<file path="config.mk">
export PLATFORM = sky130hd
export DESIGN_NAME = zion_shared_reg_arbiter_flat
export DESIGN_NICKNAME = d
export VERILOG_FILES = /design/src/rtl/zion_shared_reg_arbiter_if.sv /design/src/rtl/zion_shared_reg_arbiter.sv /design/src/flat_wrapper.sv
export SDC_FILE = /design/constraint.sdc
export NUM_CORES = 1
export LEC_CHECK = 0
export ABC_AREA = 1
export BUFFER_PORTS_ARGS = -buffer_cell sky130_fd_sc_hd__buf_2
export CELL_PAD_IN_SITES_DETAIL_PLACEMENT = 1
export CELL_PAD_IN_SITES_GLOBAL_PLACEMENT = 2
export CORE_MARGIN = 2
export CORE_UTILIZATION = 24
export DETAILED_ROUTE_END_ITERATION = 12
export PLACE_DENSITY = 0.95
export RECOVER_POWER = 50
export REMOVE_ABC_BUFFERS = 1
export SETUP_SLACK_MARGIN = 0.4
export SLEW_MARGIN = 20
export SYNTH_ARGS = -nofsm -noshare
export SYNTH_HDL_FRONTEND = slang
export SYNTH_SLANG_ARGS = --single-unit
export TNS_END_PERCENT = 50
</file>
<file path="constraint.sdc">
create_clock -name clk -period 3.03 [get_ports clk]
set_clock_uncertainty 0.05 [all_clocks]
set_input_delay 0.1515 -clock clk [delete_from_list [all_inputs] [get_ports clk]]
set_output_delay 0.1515 -clock clk [all_outputs]
set_load 0.01 [all_outputs]
</file>
<file path="src/rtl/zion_shared_reg_arbiter_if.sv">
// Request/response bundle between the configuration masters and the shared
// register arbiter. Requester k owns bit k of each request vector and the
// WIDTH-bit slice [k*WIDTH +: WIDTH] of iReqDat.
interface zion_shared_reg_arbiter_if #(
  parameter int NUM_REQ = 4,
  parameter int WIDTH   = 32
);
  localparam int IW = (NUM_REQ > 1) ? $clog2(NUM_REQ) : 1;

  logic [NUM_REQ-1:0]       iReqVld;
  logic [NUM_REQ-1:0]       iReqClr;
  logic [NUM_REQ-1:0]       iReqLock;
  logic [NUM_REQ*WIDTH-1:0] iReqDat;
  logic [NUM_REQ-1:0]       oReqRdy;
  logic [WIDTH-1:0]         oDat;
  logic                     oUpd;
  logic [IW-1:0]            oOwner;
  logic                     oLocked;

  modport master (
    output iReqVld, iReqClr, iReqLock, iReqDat,
    input  oReqRdy, oDat, oUpd, oOwner, oLocked
  );

  modport slave (
    input  iReqVld, iReqClr, iReqLock, iReqDat,
    output oReqRdy, oDat, oUpd, oOwner, oLocked
  );
endinterface

</file>
<file path="src/rtl/zion_shared_reg_arbiter.sv">
// Round-robin arbiter in front of one shared clear/enable register.
// Optional feature macro: ZION_SHREG_LOCK_EN -- when defined, a transfer with
// iReqLock set gives that requester exclusive ownership until it transfers
// again with iReqLock clear. Without it the FSM never leaves IDLE.
module zion_shared_reg_arbiter #(
  parameter int               NUM_REQ  = 4,
  parameter int               WIDTH    = 32,
  parameter logic [WIDTH-1:0] INI_DATA = WIDTH'(1)
) (
  input logic                     clk,
  input logic                     rst,
  zion_shared_reg_arbiter_if.slave bus
);
  localparam int IW = (NUM_REQ > 1) ? $clog2(NUM_REQ) : 1;

  typedef enum logic {IDLE = 1'b0, OWN = 1'b1} state_t;

  state_t                         state, stateNxt;
  logic   [IW-1:0]                ptr;
  logic   [IW-1:0]                ownerQ;
  logic   [WIDTH-1:0]             datQ;
  logic                           updQ;
  logic                           lockedC;
  logic   [NUM_REQ-1:0][WIDTH-1:0] reqDat;
  logic   [IW-1:0]                gntIdx;
  logic                           gntHit;
  logic   [NUM_REQ-1:0]           rdy;
  logic                           xfer;
  int                             idx;

  assign reqDat = bus.iReqDat;

  // Grant select: in OWN only the owner may win; otherwise the first valid
  // requester at or after ptr. Scanning offsets high-to-low lets the lowest
  // offset overwrite, giving the round-robin priority without a break.
  always_comb begin
    gntIdx = '0;
    gntHit = 1'b0;
    idx    = 0;
    if (state == OWN) begin
      gntIdx = ownerQ;
      gntHit = bus.iReqVld[ownerQ];
    end else begin
      for (int i = NUM_REQ - 1; i >= 0; i--) begin
        idx = int'(ptr) + i;
        if (idx >= NUM_REQ) idx = idx - NUM_REQ;
        if (bus.iReqVld[idx]) begin
          gntIdx = IW'(idx);
          gntHit = 1'b1;
        end
      end
    end
  end

  // One-hot ready; forced low while reset is asserted so nothing handshakes.
  always_comb begin
    rdy = '0;
    if (rst && gntHit) rdy[gntIdx] = 1'b1;
  end

  assign xfer        = rst && gntHit;
  assign bus.oReqRdy = rdy;

  // FSM state register.
  always_ff @(posedge clk) begin
    if (!rst) state <= IDLE;
    else      state <= stateNxt;
  end

`ifdef ZION_SHREG_LOCK_EN
  // FSM next state: lock on a locking transfer, release when the owner
  // transfers without lock.
  always_comb begin
    stateNxt = state;
    case (state)
      IDLE:    if (xfer && bus.iReqLock[gntIdx])  stateNxt = OWN;
      OWN:     if (xfer && !bus.iReqLock[gntIdx]) stateNxt = IDLE;
      default: stateNxt = IDLE;
    endcase
  end

  // FSM output: lock flag is the registered state itself.
  always_comb lockedC = (state == OWN);
`else
  logic unusedLock;
  assign unusedLock = ^bus.iReqLock;

  // FSM next state: no lock support, stay in IDLE.
  always_comb stateNxt = IDLE;

  // FSM output: never locked.
  always_comb lockedC = 1'b0;
`endif

  // Shared register, update pulse, owner and round-robin pointer.
  always_ff @(posedge clk) begin
    if (!rst) begin
      datQ   <= INI_DATA;
      updQ   <= 1'b0;
      ownerQ <= '0;
      ptr    <= '0;
    end else begin
      updQ <= xfer;
      if (xfer) begin
        datQ   <= bus.iReqClr[gntIdx] ? INI_DATA : reqDat[gntIdx];
        ownerQ <= gntIdx;
        ptr    <= (int'(gntIdx) == NUM_REQ - 1) ? '0 : gntIdx + 1'b1;
      end
    end
  end

  assign bus.oDat    = datQ;
  assign bus.oUpd    = updQ;
  assign bus.oOwner  = ownerQ;
  assign bus.oLocked = lockedC;
endmodule

</file>
<file path="src/flat_wrapper.sv">
// flat-port wrapper written by rule: the top's interface ports become plain ports
module zion_shared_reg_arbiter_flat 
#(
  parameter int               NUM_REQ  = 4,
  parameter int               WIDTH    = 32,
  parameter logic [WIDTH-1:0] INI_DATA = WIDTH'(1)
)
  (clk, rst, bus_iReqVld, bus_iReqClr, bus_iReqLock, bus_iReqDat, bus_oReqRdy, bus_oDat, bus_oUpd, bus_oOwner, bus_oLocked);
  zion_shared_reg_arbiter_if #(.NUM_REQ(NUM_REQ), .WIDTH(WIDTH)) bus_i ();
  input logic clk;
  input logic rst;
  input wire logic [$bits(bus_i.iReqVld)-1:0] bus_iReqVld;
  input wire logic [$bits(bus_i.iReqClr)-1:0] bus_iReqClr;
  input wire logic [$bits(bus_i.iReqLock)-1:0] bus_iReqLock;
  input wire logic [$bits(bus_i.iReqDat)-1:0] bus_iReqDat;
  output wire logic [$bits(bus_i.oReqRdy)-1:0] bus_oReqRdy;
  output wire logic [$bits(bus_i.oDat)-1:0] bus_oDat;
  output wire logic [$bits(bus_i.oUpd)-1:0] bus_oUpd;
  output wire logic [$bits(bus_i.oOwner)-1:0] bus_oOwner;
  output wire logic [$bits(bus_i.oLocked)-1:0] bus_oLocked;
  assign bus_i.iReqVld = bus_iReqVld;
  assign bus_i.iReqClr = bus_iReqClr;
  assign bus_i.iReqLock = bus_iReqLock;
  assign bus_i.iReqDat = bus_iReqDat;
  assign bus_oReqRdy = bus_i.oReqRdy;
  assign bus_oDat = bus_i.oDat;
  assign bus_oUpd = bus_i.oUpd;
  assign bus_oOwner = bus_i.oOwner;
  assign bus_oLocked = bus_i.oLocked;
  zion_shared_reg_arbiter #(.NUM_REQ(NUM_REQ), .WIDTH(WIDTH), .INI_DATA(INI_DATA)) u_core (.clk(clk), .rst(rst), .bus(bus_i));
endmodule
</file>
==> Word-level counts from Yosys, hierarchy flattened <==
Index checks and enable logic that the tools add are counted.
{ "classes": {"addsub": 8, "n_mul": 0, "n_div": 0, "order_cmp": 10, "eq_ne": 1, "n_shift": 0, "muxes": 33, "n_bitwise": 0, "n_reduce_logical": 2} }
{ "op_table": {"columns": ["op", "n"], "rows": [
  ["32-bit two-way mux", 6],
  ["32-bit by 4-bit < comparator with 1-bit output, second input constant", 4],
  ["32-bit by 4-bit greater-or-equal comparator with 1-bit output, second input constant", 3],
  ["32-bit by 4-bit subtractor with 32-bit output, second input constant", 3],
  ["32-bit binary-select mux with 2-bit select", 1],
  ["1-bit two-way mux", 14],
  ["1-bit binary-select mux with 2-bit select", 5],
  ["2-bit two-way mux", 5],
  ["2-bit by 2-bit adder with 3-bit output, second input constant", 2],
  ["4-bit two-way mux", 1],
  ["2-bit by 3-bit subtractor with 4-bit output, second input constant", 1],
  ["2-bit by 1-bit adder with 3-bit output, second input constant", 1],
  ["2-bit by 3-bit greater-or-equal comparator with 1-bit output, second input constant", 1],
  ["2-bit by 3-bit < comparator with 1-bit output, second input constant", 1],
  ["2-bit by 1-bit adder with 2-bit output, second input constant", 1],
  ["1-bit demux with 2-bit select", 1],
  ["2-bit by 1-bit equality test with 1-bit output, second input constant", 1],
  ["2-bit by 1-bit greater-or-equal comparator with 1-bit output, second input constant", 1],
  ["1-bit logical AND", 2]
]} }
{ "word_totals": {"reg_bits": 37, "latch_bits": 0, "mem_bits_rw": 0, "romBits": 0, "in_bits": 142, "out_inout_bits": 40, "memories": 0} }

==> Logic depth before layout (Yosys ltp) <==
{ "depth": {"depth_word": 15, "depth_mapped": 16, "mapped_depth_nobuf": 13} }

==> Least setup slack after synthesis <==
OpenSTA, ideal clock, no wires.
{ "synth_path": {"kind": "register to register", "start": "reg u_core.ptr[0]", "end": "reg u_core.ptr[1]", "setup_ns": 0.128, "arrival_time_ns": 1.733, "path_slack_ns": 1.118, "stages_incl_launch_ff": 13, "n_path_buf": 2, "cell_sequence": "dfxtp_1 -> buf_6 -> inv_4 -> nand2_2 -> nand2_1 -> nand2_1 -> nor2_1 -> o21ai_2 -> a21boi_4 -> buf_2 -> ha_1 -> o21ai_0 -> a21oi_1"} }
{ "synth_between": {"elab_chain_len": 12, "word_cells_on_any_way": 39} }
{ "synth_lines": {"columns": ["element", "line", "text"], "rows": [
  ["start, declared", "zion_shared_reg_arbiter.sv:19", "logic [IW-1:0] ptr;"],
  ["start signal, assigned", "zion_shared_reg_arbiter.sv:107", "ptr <= (int'(gntIdx) == NUM_REQ - 1) ? '0 : gntIdx + 1'b1;"],
  ["2-bit by 2-bit adder with 3-bit output", "zion_shared_reg_arbiter.sv:45", "idx = int'(ptr) + i;"],
  ["32-bit by 4-bit subtractor with 32-bit output or 32-bit by 4-bit greater-or-equal comparator with 1-bit output (tied branches)", "zion_shared_reg_arbiter.sv:46", "if (idx >= NUM_REQ) idx = idx - NUM_REQ;"],
  ["32-bit two-way mux", "zion_shared_reg_arbiter.sv:46", null],
  ["1-bit binary-select mux with 2-bit select", "zion_shared_reg_arbiter.sv:47", "if (bus.iReqVld[idx]) begin"],
  ["1-bit two-way mux (implied by the code) (2 in a row)", "zion_shared_reg_arbiter.sv:47", null],
  ["2-bit two-way mux (3 in a row)", "zion_shared_reg_arbiter.sv:47", null],
  ["2-bit two-way mux (*)", "zion_shared_reg_arbiter.sv:47", null],
  ["named net u_core.gntIdx[1]", "zion_shared_reg_arbiter.sv:25", "logic [IW-1:0] gntIdx;"],
  ["2-bit by 1-bit adder with 2-bit output or 2-bit by 1-bit equality test with 1-bit output (tied branches)", "zion_shared_reg_arbiter.sv:107", null],
  ["2-bit two-way mux (*)", "zion_shared_reg_arbiter.sv:107", null]
]} }
Mark *: on every way through the listed nets, which the timed path passes. The rest lies on a longest branch. The select of a mux whose other input is x is not followed.
A chain may end at the register's enable or synchronous reset.

==> Worst setup path in the final report <==
{ "layout_path": {"start": "reg u_core.ptr[0]", "end": "reg u_core.datQ[29] (netlist: u_core.bus.oDat[29])"} }
{ "layout_between": {"elab_chain_len": 13, "word_cells_on_any_way": 41} }
{ "layout_lines": {"columns": ["element", "line", "text"], "rows": [
  ["2-bit by 2-bit adder with 3-bit output", "zion_shared_reg_arbiter.sv:45", null],
  ["32-bit by 4-bit subtractor with 32-bit output or 32-bit by 4-bit greater-or-equal comparator with 1-bit output (tied branches)", "zion_shared_reg_arbiter.sv:46", null],
  ["32-bit two-way mux", "zion_shared_reg_arbiter.sv:46", null],
  ["1-bit binary-select mux with 2-bit select", "zion_shared_reg_arbiter.sv:47", null],
  ["1-bit two-way mux (implied by the code) (2 in a row)", "zion_shared_reg_arbiter.sv:47", null],
  ["2-bit two-way mux (4 in a row)", "zion_shared_reg_arbiter.sv:47", null],
  ["32-bit binary-select mux with 2-bit select or 1-bit binary-select mux with 2-bit select (tied branches)", "zion_shared_reg_arbiter.sv:105", "datQ <= bus.iReqClr[gntIdx] ? INI_DATA : reqDat[gntIdx];"],
  ["32-bit two-way mux (implied by the code) or 1-bit two-way mux (tied branches)", "zion_shared_reg_arbiter.sv:105", null],
  ["32-bit two-way mux", "zion_shared_reg_arbiter.sv:105", null],
  ["end signal, assigned", "zion_shared_reg_arbiter.sv:105", null],
  ["end, declared", "zion_shared_reg_arbiter.sv:21", "logic [WIDTH-1:0] datQ;"]
]} }
Parallel ways exist; a longest one is shown, timed or not. The select of a mux whose other input is x is not followed.

==> impl_metrics.json <==
{
  "antenna_cells": 0,
  "wire_per_inst_um": 13.64,
  "hold_path.startpoint": "rst",
  "track_usage": 0.1600,
  "num_io_pins": 182,
  "worstMarginPinSlew_ps": 966.0,
  "min_path_type": "in2reg",
  "slew_violations": 0,
  "status": "complete, no violations",
  "drv_cap": 0,
  "hpwl_um": 9719,
  "slew_headroom": 0.3553,
  "worstPathArrival_ps": 2650,
  "yosysWarnings": 0,
  "hold_path_end": "u_core.bus.oOwner[0]",
  "synthTopCellsByArea": "dfxtp_1, nand3_1, nand2_1, inv_1, nand3_2",
  "path_class": "reg2reg",
  "syn_inst": 604,
  "vias_per_cell": 4.417,
  "cts.htree.levels": 2,
  "clk_latency_ps": 280,
  "fin_crit_ps": 2487,
  "syn_avg_cell_area_sq_um": 6.105,
  "crit_fanout": 19,
  "postCtsSetupBuffers": 0,
  "p_leak_uw": 0.002628,
  "slowest_delay_ps": 700,
  "ys_async_sr_fraction": 0,
  "areaGrowthSynthToFinish_pct": 29.05,
  "drt-pass1-iter-count": 4,
  "synth_simple_gate_area_share": 0.4703,
  "r2r_cells": 12,
  "antenna_found_initial": 0,
  "gr-total-overflow": 0,
  "drc_errors": 0,
  "synth-edff-count": 0,
  "cp_top_family": "buffers and inverters",
  "core_sq_um": 15090,
  "r2r-end": "u_core.bus.oDat[29]",
  "initial_core_util": 0.2444,
  "cp_num_buf_inv": 4,
  "powerDensity_nw_per_um2": 912.9,
  "worstReg2RegStart": "u_core.ptr[0]",
  "drive_gt1_frac": 0.3320,
  "synth_top_area_share": 0.2009,
  "worstPathRequired_ps": 3190,
  "die_y_um": 128.0,
  "r2r_setup_slack_ps": 540,
  "synth_top_flop_cell": "dfxtp_1",
  "final_hold_viol_count": 0,
  "synth_compound_area_frac": 0.09128,
  "nets": 907,
  "initialDrtViolationCount": 129,
  "fin_ws_ps": 542.6,
  "synth_area_sq_um": 3687,
  "endpoint_kind": "flop",
  "crit_slowest_cell": "inv_1",
  "min_period_over_period": 0.8209,
  "via_count": 4196,
  "holdBufCountCts": 0,
  "synth_top_family_by_area": "simple AND/OR/NAND/NOR gates",
  "yosys_register_bits": 37,
  "synth_xor_area_frac": 0,
  "start_kind": "flop",
  "port_buffers": 176,
  "setup_violations": 0,
  "cts.sinks": 37,
  "fp.dieW_um": 128.0,
  "cts_tree": "yes",
  "grt_start_max_net_pins": 37,
  "clockBufferDepth": 2,
  "grt_pass1_vias": 4226,
  "path_cells": "inv_4 -> nand2_2 -> nand2_1 -> nand2_2 -> nand2_1 -> inv_1 -> nand3_1 -> nand2_2 -> inv_1 -> buf_12 -> nand3_2 -> a21oi_2",
  "grt_pass1_wl_um": 21040,
  "routed_wl_um": 12960,
  "yosysSeqAreaShare": 0.2009,
  "yosysTopAreaCell": "dfxtp_1",
  "ir_drop_uv": 384.9,
  "power.total_uw": 4344,
  "dieArea_sq_um": 16370,
  "cts-root-buf": "clkbuf_16",
  "gp_congestion": 0.7589,
  "rows": 45,
  "min_path_cells": 3,
  "yosysUniqueCellTypes": 26,
  "synthMuxAreaShare": 0,
  "cts_buffers": 5,
  "fmax_mhz": 402.0,
  "clkTransAtPathRegs_ps": 60,
  "synth_fa_ha_area_frac": 0.01357,
  "postRouteAntennaNets": 0,
  "cpMostUsedCell": "nand2_2",
  "post-place-ws_ps": 307.8,
  "grt_setup_unrepaired": "yes"
}
[worst min-delay path, stage by stage]
cell and delay (ps):
buf_2 130, o21ai_0 80, a21oi_1 40
[power by group]
part	leakage [uW]	internal (uW)	switching, uW
Clock	0.0000799	349	210
Combinational	0.00225	1000	2030
Sequential	0.000303	656	102
[cell usage in the layout, fill, tap and decap left out]
cell,netlist,layout
o21ai_0,3,3
a21boi_4,1,1
nand2_8,0,1
conb_1,1,1
nor3_1,1,1
clkbuf_8,0,2
nor2_1,8,8
buf_12,3,1
clkbuf_1,8,35
dfxtp_2,0,1
a32oi_1,1,1
a31oi_1,1,1
a21oi_2,29,29
nand3b_1,2,2
inv_4,1,1
clkbuf_16,0,5
clkinv_2,0,1
a21oi_1,5,5
dfxtp_4,0,1
inv_1,134,133
dfxtp_1,37,35
buf_6,7,1
inv_2,3,4
nand2_1,149,149
nand2_4,2,2
buf_4,7,13
buf_2,16,141
nand3_1,130,131
nand2_2,13,12
nand3_2,37,36
o21ai_2,1,1
ha_1,4,4
[per-stage QoR]
step / TNS [ps] / hold slack, ps / area [sq um] / cells / utilization
after CTS: 0 / 109.2 / 4790 / 950 / 0.3174
after detailed placement: 0 / 413.2 / 4627 / 942 / 0.3066
final: 0 / 121.5 / 4758 / 950 / 0.3153
after floorplan: -15040 / 239.9 / 3386 / 563 / -
after global placement: 0 / 399.2 / 4627 / 942 / 0.3066
after global routing: 0 / 132.4 / 4758 / 950 / 0.3153
[registers in the layout, summed over array words and instances, names as in the netlist]
name,flops
u_core.bus.oUpd,1
u_core.bus.oOwner,2
u_core.ptr,2
u_core.bus.oDat,32
[synth_stat cells, types with 4 or more instances]
master and n:
nand2_2 13, a21oi_2 29, nand2_1 149, inv_1 134
a21oi_1 5, nand3_2 37, dfxtp_1 37, buf_6 7
nor2_1 8, ha_1 4, nand3_1 130, buf_4 7
buf_2 16, clkbuf_1 8
[layout make-up]
class / instances / area (sq um)
fill: 2071 / 10330
multi-input combinational: 388 / 2133
timing repair buffer: 191 / 965.9
sequential: 37 / 745.7
inverter: 138 / 520.5
tap: 188 / 235.2
clock buffer: 7 / 152.6
clock inverter: 1 / 5.005
[what timing repair did]
item | 4_1_cts | 5_1_grt
setup endpoints to repair | 36 | 36
gates resized for setup | 2 | 5
endpoints found under the hold margin | 0 | 0
[worst max path at each step]
stage                     slack, ps           from                  end  depth (start not counted)
after floorplan                -470  u_core.ptr[0]   u_core.bus.oDat[8]                         11
after global placement          370  u_core.ptr[0]   u_core.bus.oDat[8]                         11
after detailed placement        310  u_core.ptr[0]   u_core.bus.oDat[8]                         11
after CTS                       410  u_core.ptr[0]       bus_oReqRdy[0]                         12
after global routing            380  u_core.ptr[0]       bus_oReqRdy[3]                         12
final                           540  u_core.ptr[0]  u_core.bus.oDat[29]                         12
[routing by layer]
| layer | vias up | part of all wire | global-route usage | routed length (um) |
|---|---|---|---|---|
| met3 | 4 | 0.058 | 0.03715 | 752 |
| li1 | 2168 | - | - | - |
| met4 | 0 | 0.0041 | 0.02327 | 53 |
| met1 | 1911 | 0.47 | 0.2025 | 6130 |
| met2 | 113 | 0.46 | 0.2828 | 6024 |
| met5 | - | 0 | 0 | 0 |
[cells by family after synthesis]
kind of cell | after synthesis
compound gates | 41
fa+ha+maj | 4
buf+inv | 179
flops | 37
other cells | 1
simple gates | 342
Power figures use the tool's default switching activity.
